**config.mk**
```make
export PLATFORM = sky130hd
export DESIGN_NAME = sevenseg_decode
export DESIGN_NICKNAME = d
export VERILOG_FILES = /design/src/rtl/sevenseg_decode_pkg.sv /design/src/rtl/sevenseg_decode_glyph_decode.sv /design/src/rtl/sevenseg_decode.sv
export SDC_FILE = /design/constraint.sdc
export NUM_CORES = 1
export LEC_CHECK = 0
export ABC_AREA = 1
export BUFFER_PORTS_ARGS = -buffer_cell sky130_fd_sc_hd__buf_2
export CAP_MARGIN = 20
export CORE_MARGIN = 5
export CORE_UTILIZATION = 35
export DETAILED_ROUTE_END_ITERATION = 12
export GPL_ROUTABILITY_DRIVEN = 0
export HOLD_SLACK_MARGIN = 0.05
export PLACE_DENSITY = 0.49
export SLEW_MARGIN = 10
export SYNTH_ARGS = -nofsm -noshare
export SYNTH_HDL_FRONTEND = slang
export SYNTH_HIERARCHICAL = 1
export SYNTH_SLANG_ARGS = --single-unit
```
**constraint.sdc**
```tcl
create_clock -name clk -period 2.75 [get_ports clk]
set_clock_uncertainty 0.05 [all_clocks]
set_input_delay 0.275 -clock clk [delete_from_list [all_inputs] [get_ports clk]]
set_output_delay 0.275 -clock clk [all_outputs]
set_load 0.02 [all_outputs]
```
**src/rtl/sevenseg_decode_pkg.sv**
```systemverilog
// Shared definitions for the seven-segment frame decoder: glyph table,
// dwell FSM state encoding and digit-select helpers.
package sevenseg_decode_pkg;

  typedef enum logic [1:0] {
    ST_WAIT  = 2'd0,
    ST_COUNT = 2'd1,
    ST_DONE  = 2'd2
  } dwell_state_e;

  // Active-low patterns, bit6=g ... bit0=a; entry k is the glyph for nibble k.
  localparam logic [6:0] GLYPH_TABLE [0:15] = '{
    7'b1000000, 7'b1111001, 7'b0100100, 7'b0110000,
    7'b0011001, 7'b0010010, 7'b0000010, 7'b1111000,
    7'b0000000, 7'b0011000, 7'b0001000, 7'b0000011,
    7'b1000110, 7'b0100001, 7'b0000110, 7'b0001110
  };

  localparam logic [6:0] BLANK_SEG = 7'h7F;

  function automatic logic is_onehot(input logic [3:0] dig);
    return (dig != 4'd0) && ((dig & (dig - 4'd1)) == 4'd0);
  endfunction

  function automatic logic [1:0] dig_index(input logic [3:0] dig);
    logic [1:0] idx;
    idx = 2'd0;
    case (dig)
      4'b0001: idx = 2'd0;
      4'b0010: idx = 2'd1;
      4'b0100: idx = 2'd2;
      4'b1000: idx = 2'd3;
      default: idx = 2'd0;
    endcase
    return idx;
  endfunction

endpackage

```
**src/rtl/sevenseg_decode_glyph_decode.sv**
```systemverilog
// Combinational segment-pattern to nibble lookup; unknown patterns flag err
// and decode as zero.
import sevenseg_decode_pkg::*;

module sevenseg_glyph_decode (
  input  logic [6:0] seg,
  output logic [3:0] nibble,
  output logic       err
);

  // Table lookup against the shared glyph constants
  always_comb begin
    nibble = 4'h0;
    err    = 1'b0;
    case (seg)
      GLYPH_TABLE[0]:  nibble = 4'h0;
      GLYPH_TABLE[1]:  nibble = 4'h1;
      GLYPH_TABLE[2]:  nibble = 4'h2;
      GLYPH_TABLE[3]:  nibble = 4'h3;
      GLYPH_TABLE[4]:  nibble = 4'h4;
      GLYPH_TABLE[5]:  nibble = 4'h5;
      GLYPH_TABLE[6]:  nibble = 4'h6;
      GLYPH_TABLE[7]:  nibble = 4'h7;
      GLYPH_TABLE[8]:  nibble = 4'h8;
      GLYPH_TABLE[9]:  nibble = 4'h9;
      GLYPH_TABLE[10]: nibble = 4'hA;
      GLYPH_TABLE[11]: nibble = 4'hB;
      GLYPH_TABLE[12]: nibble = 4'hC;
      GLYPH_TABLE[13]: nibble = 4'hD;
      GLYPH_TABLE[14]: nibble = 4'hE;
      GLYPH_TABLE[15]: nibble = 4'hF;
      default: begin
        nibble = 4'h0;
        err    = 1'b1;
      end
    endcase
  end

endmodule

```
**src/rtl/sevenseg_decode.sv**
```systemverilog
// Multiplexed seven-segment display sniffer: debounces each digit over a
// dwell window, assembles four digits into a frame and hands it off.
import sevenseg_decode_pkg::*;

module sevenseg_decode #(
  parameter int unsigned STABLE_CYCLES = 4
) (
  input  logic        clk,
  input  logic        rst,
  input  logic [6:0]  SEG,
  input  logic [3:0]  DIG,
  output logic [15:0] VALUE,
  output logic [3:0]  ERR,
  output logic        VALID,
  input  logic        READY,
  output logic        OVR
);

  localparam logic [7:0] STABLE_LIMIT = 8'(STABLE_CYCLES);

  dwell_state_e state_r, state_s;
  logic [7:0]   cnt_r, cnt_s;
  logic [6:0]   prev_seg_r;
  logic [3:0]   prev_dig_r;
  logic [3:0]   cap_r;
  logic [3:0]   slot_nib_r [0:3];
  logic [3:0]   slot_err_r;
  logic         accept_s;
  logic         same_s;
  logic         onehot_s;
  logic         complete_s;
  logic [1:0]   idx_s;
  logic [3:0]   glyph_nib_s;
  logic         glyph_err_s;

  sevenseg_glyph_decode u_glyph (
    .seg    (SEG),
    .nibble (glyph_nib_s),
    .err    (glyph_err_s)
  );

  assign same_s     = (SEG == prev_seg_r) && (DIG == prev_dig_r);
  assign onehot_s   = is_onehot(DIG);
  assign idx_s      = dig_index(DIG);
  assign complete_s = (cap_r == 4'hF);

  // Dwell FSM next-state and counter
  always_comb begin
    state_s  = state_r;
    cnt_s    = cnt_r;
    accept_s = 1'b0;
    case (state_r)
      ST_WAIT: begin
        if (onehot_s) begin
          state_s = ST_COUNT;
          cnt_s   = 8'd1;
        end else begin
          cnt_s   = 8'd0;
        end
      end
      ST_COUNT: begin
        if (same_s) begin
          cnt_s = cnt_r + 8'd1;
          if ((cnt_r + 8'd1) == STABLE_LIMIT) begin
            accept_s = 1'b1;
            state_s  = ST_DONE;
          end else begin
            state_s  = ST_COUNT;
          end
        end else if (onehot_s) begin
          cnt_s = 8'd1;
        end else begin
          state_s = ST_WAIT;
          cnt_s   = 8'd0;
        end
      end
      ST_DONE: begin
        // A finished dwell never re-accepts; only a change restarts counting
        if (same_s) begin
          state_s = ST_DONE;
        end else if (onehot_s) begin
          state_s = ST_COUNT;
          cnt_s   = 8'd1;
        end else begin
          state_s = ST_WAIT;
          cnt_s   = 8'd0;
        end
      end
      default: begin
        state_s = ST_WAIT;
        cnt_s   = 8'd0;
      end
    endcase
  end

  // Dwell state, counter and previous-cycle input copies
  always_ff @(posedge clk or posedge rst) begin
    if (rst) begin
      state_r    <= ST_WAIT;
      cnt_r      <= 8'd0;
      prev_seg_r <= BLANK_SEG;
      prev_dig_r <= 4'd0;
    end else begin
      state_r    <= state_s;
      cnt_r      <= cnt_s;
      prev_seg_r <= SEG;
      prev_dig_r <= DIG;
    end
  end

  // Capture slots; completion clears the mask in the cycle it is seen full
  always_ff @(posedge clk or posedge rst) begin
    if (rst) begin
      cap_r      <= 4'd0;
      slot_err_r <= 4'd0;
      for (int i = 0; i < 4; i++) begin
        slot_nib_r[i] <= 4'd0;
      end
    end else begin
      if (accept_s) begin
        cap_r             <= (complete_s ? 4'd0 : cap_r) | (4'd1 << idx_s);
        slot_nib_r[idx_s] <= glyph_nib_s;
        slot_err_r[idx_s] <= glyph_err_s;
      end else if (complete_s) begin
        cap_r <= 4'd0;
      end else begin
        cap_r <= cap_r;
      end
    end
  end

  // Frame handoff to the consumer and sticky overrun
  always_ff @(posedge clk or posedge rst) begin
    if (rst) begin
      VALUE <= 16'h0000;
      ERR   <= 4'h0;
      VALID <= 1'b0;
      OVR   <= 1'b0;
    end else begin
      if (complete_s && (!VALID || READY)) begin
        VALUE <= {slot_nib_r[3], slot_nib_r[2], slot_nib_r[1], slot_nib_r[0]};
        ERR   <= slot_err_r;
        VALID <= 1'b1;
      end else if (complete_s) begin
        OVR   <= 1'b1;
      end else if (VALID && READY) begin
        VALID <= 1'b0;
      end else begin
        VALID <= VALID;
      end
    end
  end

endmodule

```
# Word-level counts from Yosys, hierarchy flattened
# Index checks and enable logic that the tools add are counted.
# totals
reg_bits	67
# classes
n_addsub	2
order_cmp	4
eq_ne	28
n_shift	1
muxes	28
bitwise	4
reduce_logical	17
# ops
cell	n
4-bit one-hot mux with 15 select lines	1
7-bit == test (second input constant)	4
8-bit one-hot mux with 3 select lines	1
7-bit by 5-bit == test with 1-bit output (second input constant)	3
7-bit by 6-bit == test with 1-bit output (second input constant)	3
16-bit bitwise mux	1
8-bit two-way mux	2
16-bit OR reduction	1
7-bit by 2-bit == test with 1-bit output (second input constant)	2
7-bit by 4-bit == test with 1-bit output (second input constant)	2
4-bit two-way mux	3
2-bit one-hot mux with 3 select lines	2
1-bit two-way mux	10
2-bit two-way mux	5
8-bit by 1-bit adder with 8-bit output (second input constant)	1
4-bit demux with 2-bit select	1
4-bit == test (second input constant)	2
8-bit by 3-bit == test with 1-bit output (second input constant)	1
7-bit by 3-bit == test with 1-bit output (second input constant)	1
7-bit == test	1
7-bit logical NOT	1
1-bit logical AND	6
2-bit AND reduction	3
4-bit AND	1
25 further kinds	26

# Depth between registers and ports, before layout
# Gate-level depths: netlist of the first run.
# logic_depth
depth_word	8
ltp_mapped	12

# Hierarchy
# Netlist of the first run, hierarchy kept.
# modules_own_cells
mod	n_inst	cells_each	area_each_um2
sevenseg_decode	1	375	3173.0
sevenseg_glyph_decode	1	87	374.1

# Worst setup path after synthesis of the first run
# OpenSTA, ideal clock, no wires.
# synth_path
path_type	reg-to-reg
from	reg cnt_r[0]
to	reg slot_err_r[2]
setup_ps	113
arrival_time_ps	1501
slack_ps	1086
stages_incl_launch_ff	12
path_cell_list	dfrtp_1 ha_1 nand3_2 nor2_1 nand2_1 nand2_2 nand4_2 nor2_4 buf_6 nand3_1 nand2_1 inv_1
# synth_between
elab_chain_cells	5
# synth_lines
item	line	source
start, declared	sevenseg_decode.sv:22	logic [7:0] cnt_r, cnt_s;
start signal, assigned	sevenseg_decode.sv:105	cnt_r <= cnt_s;
8-bit by 1-bit adder with 8-bit output	sevenseg_decode.sv:64	if ((cnt_r + 8'd1) == STABLE_LIMIT) begin
8-bit by 3-bit == test with 1-bit output	sevenseg_decode.sv:64	
1-bit two-way mux	sevenseg_decode.sv:64	
1-bit two-way mux	sevenseg_decode.sv:62	if (same_s) begin
1-bit two-way mux	sevenseg_decode.sv:52	case (state_r)
end signal, assigned by index	sevenseg_decode.sv:123	slot_err_r[idx_s] <= glyph_err_s;
end, declared	sevenseg_decode.sv:27	logic [3:0] slot_err_r;
# No other way between the ends.
# A chain may end at the register's enable or synchronous reset.

# Final worst setup path of the first run
# layout_path
from	in SEG[1]
to	reg slot_nib_r[0] (netlist name)
# layout_between
elab_chain_cells	4
# layout_lines
item	line	source
start, declared	sevenseg_decode.sv:10	input logic [6:0] SEG,
parallel branches: the longest is 4 deep, another holds 16-bit bitwise mux	--	
end signal, assigned by index	sevenseg_decode.sv:122	slot_nib_r[idx_s] <= glyph_nib_s;
end, declared	sevenseg_decode.sv:26	logic [3:0] slot_nib_r [0:3];
# Parallel ways; which one is timed is not known.

==> results of run 1 <==
## final cells by class
type	instances	share of cell area [%]
Clock buffer	9	2.946
Clock inverter	7	1.785
Inverter	85	7.587
Timing Repair Buffer	50	7.855
Multi-Input combinational cell	304	35.79
Tap cell	133	3.957
Sequential cell	67	40.08
## worst min-delay path by stage
stage	startpoint	endpoint	slack, ns	cells after the start
after floorplan	SEG[0]	prev_seg_r[0]$_DFF_PP1_	0.23	0
after global placement	rst	prev_dig_r[3]$_DFF_PP0_	0.26	2
after detailed placement	rst	prev_dig_r[2]$_DFF_PP0_	0.26	2
after CTS	READY	OVR$_DFFE_PP0P_	0.14	4
after global routing	READY	OVR$_DFFE_PP0P_	0.16	4
final	READY	OVR$_DFFE_PP0P_	0.16	4
## synth_stat cells
master | number | share of area (%)
o22ai_1 | 5 | 0.88
nand2_1 | 145 | 15
or2_2 | 1 | 0.18
nor3_2 | 2 | 0.56
nand4_1 | 6 | 1.1
o21ai_1 | 3 | 0.42
ha_1 | 1 | 0.35
dfstp_2 | 7 | 5.2
inv_1 | 79 | 8.4
dfrtp_1 | 60 | 42
nor2_4 | 5 | 1.6
nand3_4 | 4 | 2.0
nand4_2 | 1 | 0.35
nor2_1 | 39 | 4.1
nand3_2 | 4 | 1.1
inv_2 | 6 | 0.63
or2_1 | 1 | 0.18
nor3_1 | 2 | 0.28
clkbuf_1 | 4 | 0.42
a21oi_1 | 3 | 0.42
o21bai_1 | 1 | 0.21
xnor2_1 | 6 | 1.5
xor2_1 | 1 | 0.25
nor2_2 | 7 | 1.2
nand3_1 | 34 | 4.8
buf_6 | 2 | 0.63
nand2_4 | 2 | 0.63
nor2_8 | 1 | 0.56
nand2_2 | 5 | 0.88
o21ai_0 | 25 | 3.5
## per-stage QoR
stage          total power [uW]  setup slack [ns]
3_3_place_gp               1327            0.7075
2_1_floorplan              1245            0.7534
3_5_place_dp               1333            0.6716
6_report                   2148            0.6088
4_1_cts                    2196            0.5895
5_1_grt                    2281            0.4254
## layer usage
metal	wire, um	GRT usage [%]	part of all wire, %
met3	243	3.876	3.3
met1	3638	16.98	49
met5	0	0	0
met2	3520	21.28	47
met4	56	3.202	0.75
## power by group through the flow
| stage | clock network (uW) | registers (uW) | logic, uW |
|---|---|---|---|
| 6_report | 825 | 1070 | 257 |
| 5_1_grt | 915 | 1070 | 297 |
| 4_1_cts | 868 | 1070 | 263 |
| 3_5_place_dp | 0 | 1080 | 250 |
| 3_3_place_gp | 0 | 1080 | 246 |
| 2_1_floorplan | 0 | 1100 | 144 |
## critical path, cell delays in order
cell and delay (ns):
dlygate4sd3_1 0.52, buf_2 0.19, inv_1 0.05, nand2_1 0.05, nand2_1 0.05, nor2_1 0.10, nand2_1 0.11, nor2_4 0.15
nand3_1 0.13, nor2_4 0.37, nand3_1 0.17, nand2_1 0.11, inv_1 0.04
## kinds of logic after synthesis
| family | after synthesis | synth area share (%) |
|---|---|---|
| buffers and inverters | 91 | 10.05 |
| AOI/OAI and AO/OA | 37 | 5.467 |
| DFF | 67 | 47.51 |
| xor gates and xnor gates | 7 | 1.728 |
| adders and majority gates | 1 | 0.3527 |
| and+or+nand+nor | 259 | 34.89 |
## state kept, by name (all words and copies together) (netlist names)
register    count
slot_err_r      4
cap_r           4
prev_seg_r      7
VALID           1
OVR             1
VALUE          16
cnt_r           8
ERR             4
prev_dig_r      4
slot_nib_r     16
state_r         2
==> out/results.txt, run 1 <==
Status -> finished clean
Post-CTS setup buffers -> 0
Post-Syn Instances -> 462
Num CTS Buffers -> 9
Hold_ws -> 0.1649 ns
FMAX -> 0.4670 GHz
Req. time, crit path -> 2.94 ns
Wire per inst -> 11.39 um
LEAKAGE -> 0.002190 uW
Via count -> 2894
Worst vdd ir -> 0.1889 mV
Sequential share of power -> 49.6%
Clock-pin transition on the worst setup and hold timing paths -> 0.08 ns
Global-route wire length before repair -> 13280 um
Slew @ Worst Pin -> 0.5840 ns
Vias in the first global route -> 2834
Post-synth cell types -> 30
Initial detailed-routing violation count -> 147
Global Route Usage Sum -> 13.04%
Die area -> 12250 sq um
Worst setup path startpoint -> SEG[1]
Cell Rows -> 36
#FFs+latches synth -> 67
Share of cells above drive strength 1 -> 19.16%
Hold_buf cts -> 12
Root Buffer -> clkbuf_8
Element type at the critical path end -> register
Gr ovfl total -> 0
I/O Buffers -> 35
# resized after CTS -> 0
Fin cells -> 655
Core box area -> 9819 sq um
# IOs -> 36
Footprint of the multi-input gates -> 1505 sq um
P per Cell Area -> 510.7 nW/um^2
Internal -> 1540 uW
Largest net degree at the start of global routing -> 41
Drt pass-1 iters -> 4
Number of synthesis warnings -> 6
Syn Nets -> 477
Clk sinks -> 67
CP Capture Point -> slot_nib_r[0]$_DFFE_PP0P_
Hold WC Path Type -> in2reg
Final Setup Violations -> 0
Post-synthesis cell area -> 3547 sq um
Post-Route WL -> 7459 um
CTS tree -> built
Fin Setup TNS -> 0 ns
Initial antenna violation count -> 0
Latest clock arrival within the worst-skew pair -> 0.34 ns
Sw frac -> 28.30%
Fin nets -> 532
Clk network pwr share -> 38.4%
Tcrit/Tclk final -> 77.86%
WS Path Type -> in2reg
Reg2reg path depth -> 10
Fillers -> 1066
Final instance area -> 4205 sq um
Max FO, Critical Path -> 20
Worst setup SP type -> input port
Most frequent cells in the layout -> 145 x nand2_1, 78 x inv_1, 60 x dfrtp_1
Logic pwr share -> 12.0%
Starting Density -> 36.12%
Worst r2r src -> cnt_r[0]$_DFFE_PP0N_
Die width -> 110.7 um
Crit path arrival time -> 2.33 ns
Ant. Diodes -> 0
Die height -> 110.7 um
Final min period -> 2.141 ns
Max Slew Vio Count -> 0
Clock tree buffer depth -> 2
Area grow syn2layout -> 18.55%
Most common cell after layout, fill and taps aside -> nand2_1
DRT antenna net count -> 0
RSZ-0062 raised after global routing -> no
Placed cells -> 627
Hold Violations, Final -> 0
Post-DP Area -> 3886 sq um
H-tree depth -> 3
Max-cap violations -> 0
DP HPWL -> 5552 um
End-of-flow core utilization -> 42.83%
Register area share after synthesis -> 47.51%
P_sw -> 607.8 uW
Reg area -> 1685 sq um
Post-DR vias/cell -> 4.418
Critical R2R Capture -> slot_nib_r[0]$_DFFE_PP0P_
Max-slew headroom -> 61.07%
Flop2flop setup slack -> 0.69 ns
Syn Area/Cell -> 7.678 sq um
DRC violations left -> 0
(Power assumes the default switching activity.)
==> inputs of run 2 (changes only) <==
--- a/config.mk
+++ b/config.mk
@@ -13,7 +13,7 @@
 export DETAILED_ROUTE_END_ITERATION = 12
 export GPL_ROUTABILITY_DRIVEN = 0
 export HOLD_SLACK_MARGIN = 0.05
-export PLACE_DENSITY = 0.49
+export PLACE_DENSITY = 0.51
 export SLEW_MARGIN = 10
 export SYNTH_ARGS = -nofsm -noshare
 export SYNTH_HDL_FRONTEND = slang
==> constraint.sdc (replaced) <==
create_clock -name clk -period 1.95 [get_ports clk]
set_clock_uncertainty 0.05 [all_clocks]
set_input_delay 0.195 -clock clk [delete_from_list [all_inputs] [get_ports clk]]
set_output_delay 0.195 -clock clk [all_outputs]
set_load 0.02 [all_outputs]
==> out/results.txt, run 2 (synthesis gave the netlist of run 1 again) <==
Final Setup Violations -> 0
Sequential share of power -> 45.2%
CP max stage cell -> dlygate4sd3_1
Latest clock arrival within the worst-skew pair -> 0.34 ns
Reg area -> 1685 sq um
Clock-pin transition on the worst setup and hold timing paths -> 0.07 ns
Gr ovfl total -> 0
Tcrit/Tclk final -> 95.85%
Most common cell after layout, fill and taps aside -> nand2_1
FMAX -> 0.5350 GHz
P per Cell Area -> 751.5 nW/um^2
Core box area -> 9819 sq um
WHS Endpoint -> prev_seg_r[1]$_DFF_PP1_
Hold Path Origin -> SEG[1]
DP HPWL -> 5694 um
Initial antenna violation count -> 0
Global Route Usage Sum -> 13.36%
Crit path arrival time -> 2.10 ns
Worst vdd ir -> 0.3196 mV
Most frequent cells in the layout -> 132 x nand2_1, 75 x inv_1, 60 x dfrtp_1
DRC violations left -> 0
Max Slew Vio Count -> 0
Die height -> 110.7 um
Post-DR vias/cell -> 4.453
Final min period -> 1.869 ns
Element type at the critical path end -> register
Hold WC Path Type -> in2reg
Setup ws final -> 0.08094 ns
Worst setup path startpoint -> DIG[2]
Wire per inst -> 11.61 um
Regs by FF count -> VALUE (16), slot_nib_r (16), cnt_r (8)
Max-cap violations -> 0
Max FO, Critical Path -> 6
Max-slew headroom -> 59.87%
Worst-path cell chain -> dlygate4sd3_1 > buf_2 > inv_2 > nand2_1 > nand2_1 > nand3_1 > nor2_4 > nand2_4 > nor2_4 > nand3_4 > buf_4 > nand2_1
Starting Density -> 36.12%
Final instance area -> 4398 sq um
Footprint of the multi-input gates -> 1556 sq um
Clk network pwr share -> 42.8%
Largest net degree at the start of global routing -> 41
Num CTS Buffers -> 9
Sw frac -> 25.01%
Hold depth -> 2
Hold Violations, Final -> 0
Die width -> 110.7 um
Global-route wire length before repair -> 13730 um
# IOs -> 36
DRT antenna net count -> 0
Ant. Diodes -> 0
Via count -> 2957
Fin nets -> 541
Cell mode on critical path -> nand2_1
Worst setup SP type -> input port
Vias in the first global route -> 2919
Clock tree buffer depth -> 2
Flop2flop setup slack -> 0.10 ns
Worst Path Buf+Inv -> 4
Req. time, crit path -> 2.18 ns
Root Buffer -> clkbuf_8
CTS tree -> built
Placement Setup Slack -> 0.1464 ns
Die area -> 12250 sq um
Internal -> 2478 uW
Reg2reg path depth -> 11
Cell Rows -> 36
Worst r2r src -> prev_seg_r[4]$_DFF_PP1_
Post-Route WL -> 7709 um
Crit-path max cell delay -> 0.54 ns
Share of cells above drive strength 1 -> 23.54%
H-tree depth -> 3
Critical R2R Capture -> cap_r[3]$_DFF_PP0_
Initial detailed-routing violation count -> 139
Delay-heaviest family, CP -> simple AND/OR/NAND/NOR gates
LEAKAGE -> 0.002292 uW
Post-DP Area -> 3951 sq um
Clk sinks -> 67
WS Path Type -> in2reg
Slew @ Worst Pin -> 0.6019 ns
Logic pwr share -> 12.0%
Placed cells -> 634
Drt pass-1 iters -> 4
RSZ-0062 raised after global routing -> yes
I/O Buffers -> 35
Status -> finished clean
P_sw -> 826.7 uW
Fin cells -> 664
Fillers -> 1033
Area grow syn2layout -> 23.99%
==> run 2: changes by cell type in the layout (fill, tap and decap cells not counted), moves of 3 or more <==
| cell | previous run | this run |
|---|---|---|
| buf_4 | 2 | 11 |
| nand2_1 | 145 | 132 |
| nand2_2 | 5 | 17 |
| inv_2 | 7 | 10 |
| buf_2 | 35 | 32 |
| inv_1 | 78 | 75 |
==> run 2: area by class of cell <==
type                       count  area share, %
clock buffer                  12          3.300
tap                          133          3.784
timing repair buffer          59          9.730
sequential                    67          38.32
inverter                      85          7.255
multi-input combinational    304          35.39
clock inverter                 4          2.219
==> run 2: metal layers <==
metal | wire length, um | part of all wire (%) | global-route usage (%) | vias to the layer above
li1 | - | - | - | 1543
met1 | 3793 | 49 | 18.01 | 1365
met2 | 3525 | 46 | 21.28 | 40
met3 | 272 | 3.5 | 3.111 | 9
met4 | 117 | 1.5 | 4.187 | 0
met5 | 0 | 0 | 0 | -
==> run 2: per-stage QoR <==
step	utilization (%)	hold WS, ns	power, uW	TNS (ns)
floorplan	-	0.1495	1756	0
global placement	40.24	0.1340	1889	0
detailed placement	40.24	0.1369	1895	0
CTS	43.93	0.05958	3346	0
global route	44.79	0.06138	3481	-0.4582
finish	44.79	0.07736	3305	0
==> run 2: worst max-delay path by stage <==
stage | end | depth (start not counted)
finish | cap_r[3]$_DFF_PP0_ | 12
CTS | slot_nib_r[10]$_DFFE_PP0P_ | 14
global route | slot_nib_r[8]$_DFFE_PP0P_ | 12
detailed placement | slot_nib_r[11]$_DFFE_PP0P_ | 11
global placement | slot_nib_r[11]$_DFFE_PP0P_ | 11
floorplan | ERR[0]$_DFFE_PP0P_ | 1
==> run 2: power groups by stage <==
| stage | Clock (uW) | Combinational (uW) | Sequential (uW) |
|---|---|---|---|
| 2_1_floorplan | 0 | 202 | 1550 |
| 3_3_place_gp | 0 | 372 | 1520 |
| 3_5_place_dp | 0 | 375 | 1520 |
| 4_1_cts | 1460 | 395 | 1490 |
| 5_1_grt | 1530 | 450 | 1510 |
| 6_report | 1410 | 397 | 1490 |
==> run 2: repair_timing <==
action,4_1_cts,5_1_grt
setup endpoints to repair,0,25
endpoints found under the hold margin,23,0
hold buffers,12,0
buffers inserted,0,2
gates resized for setup,0,29
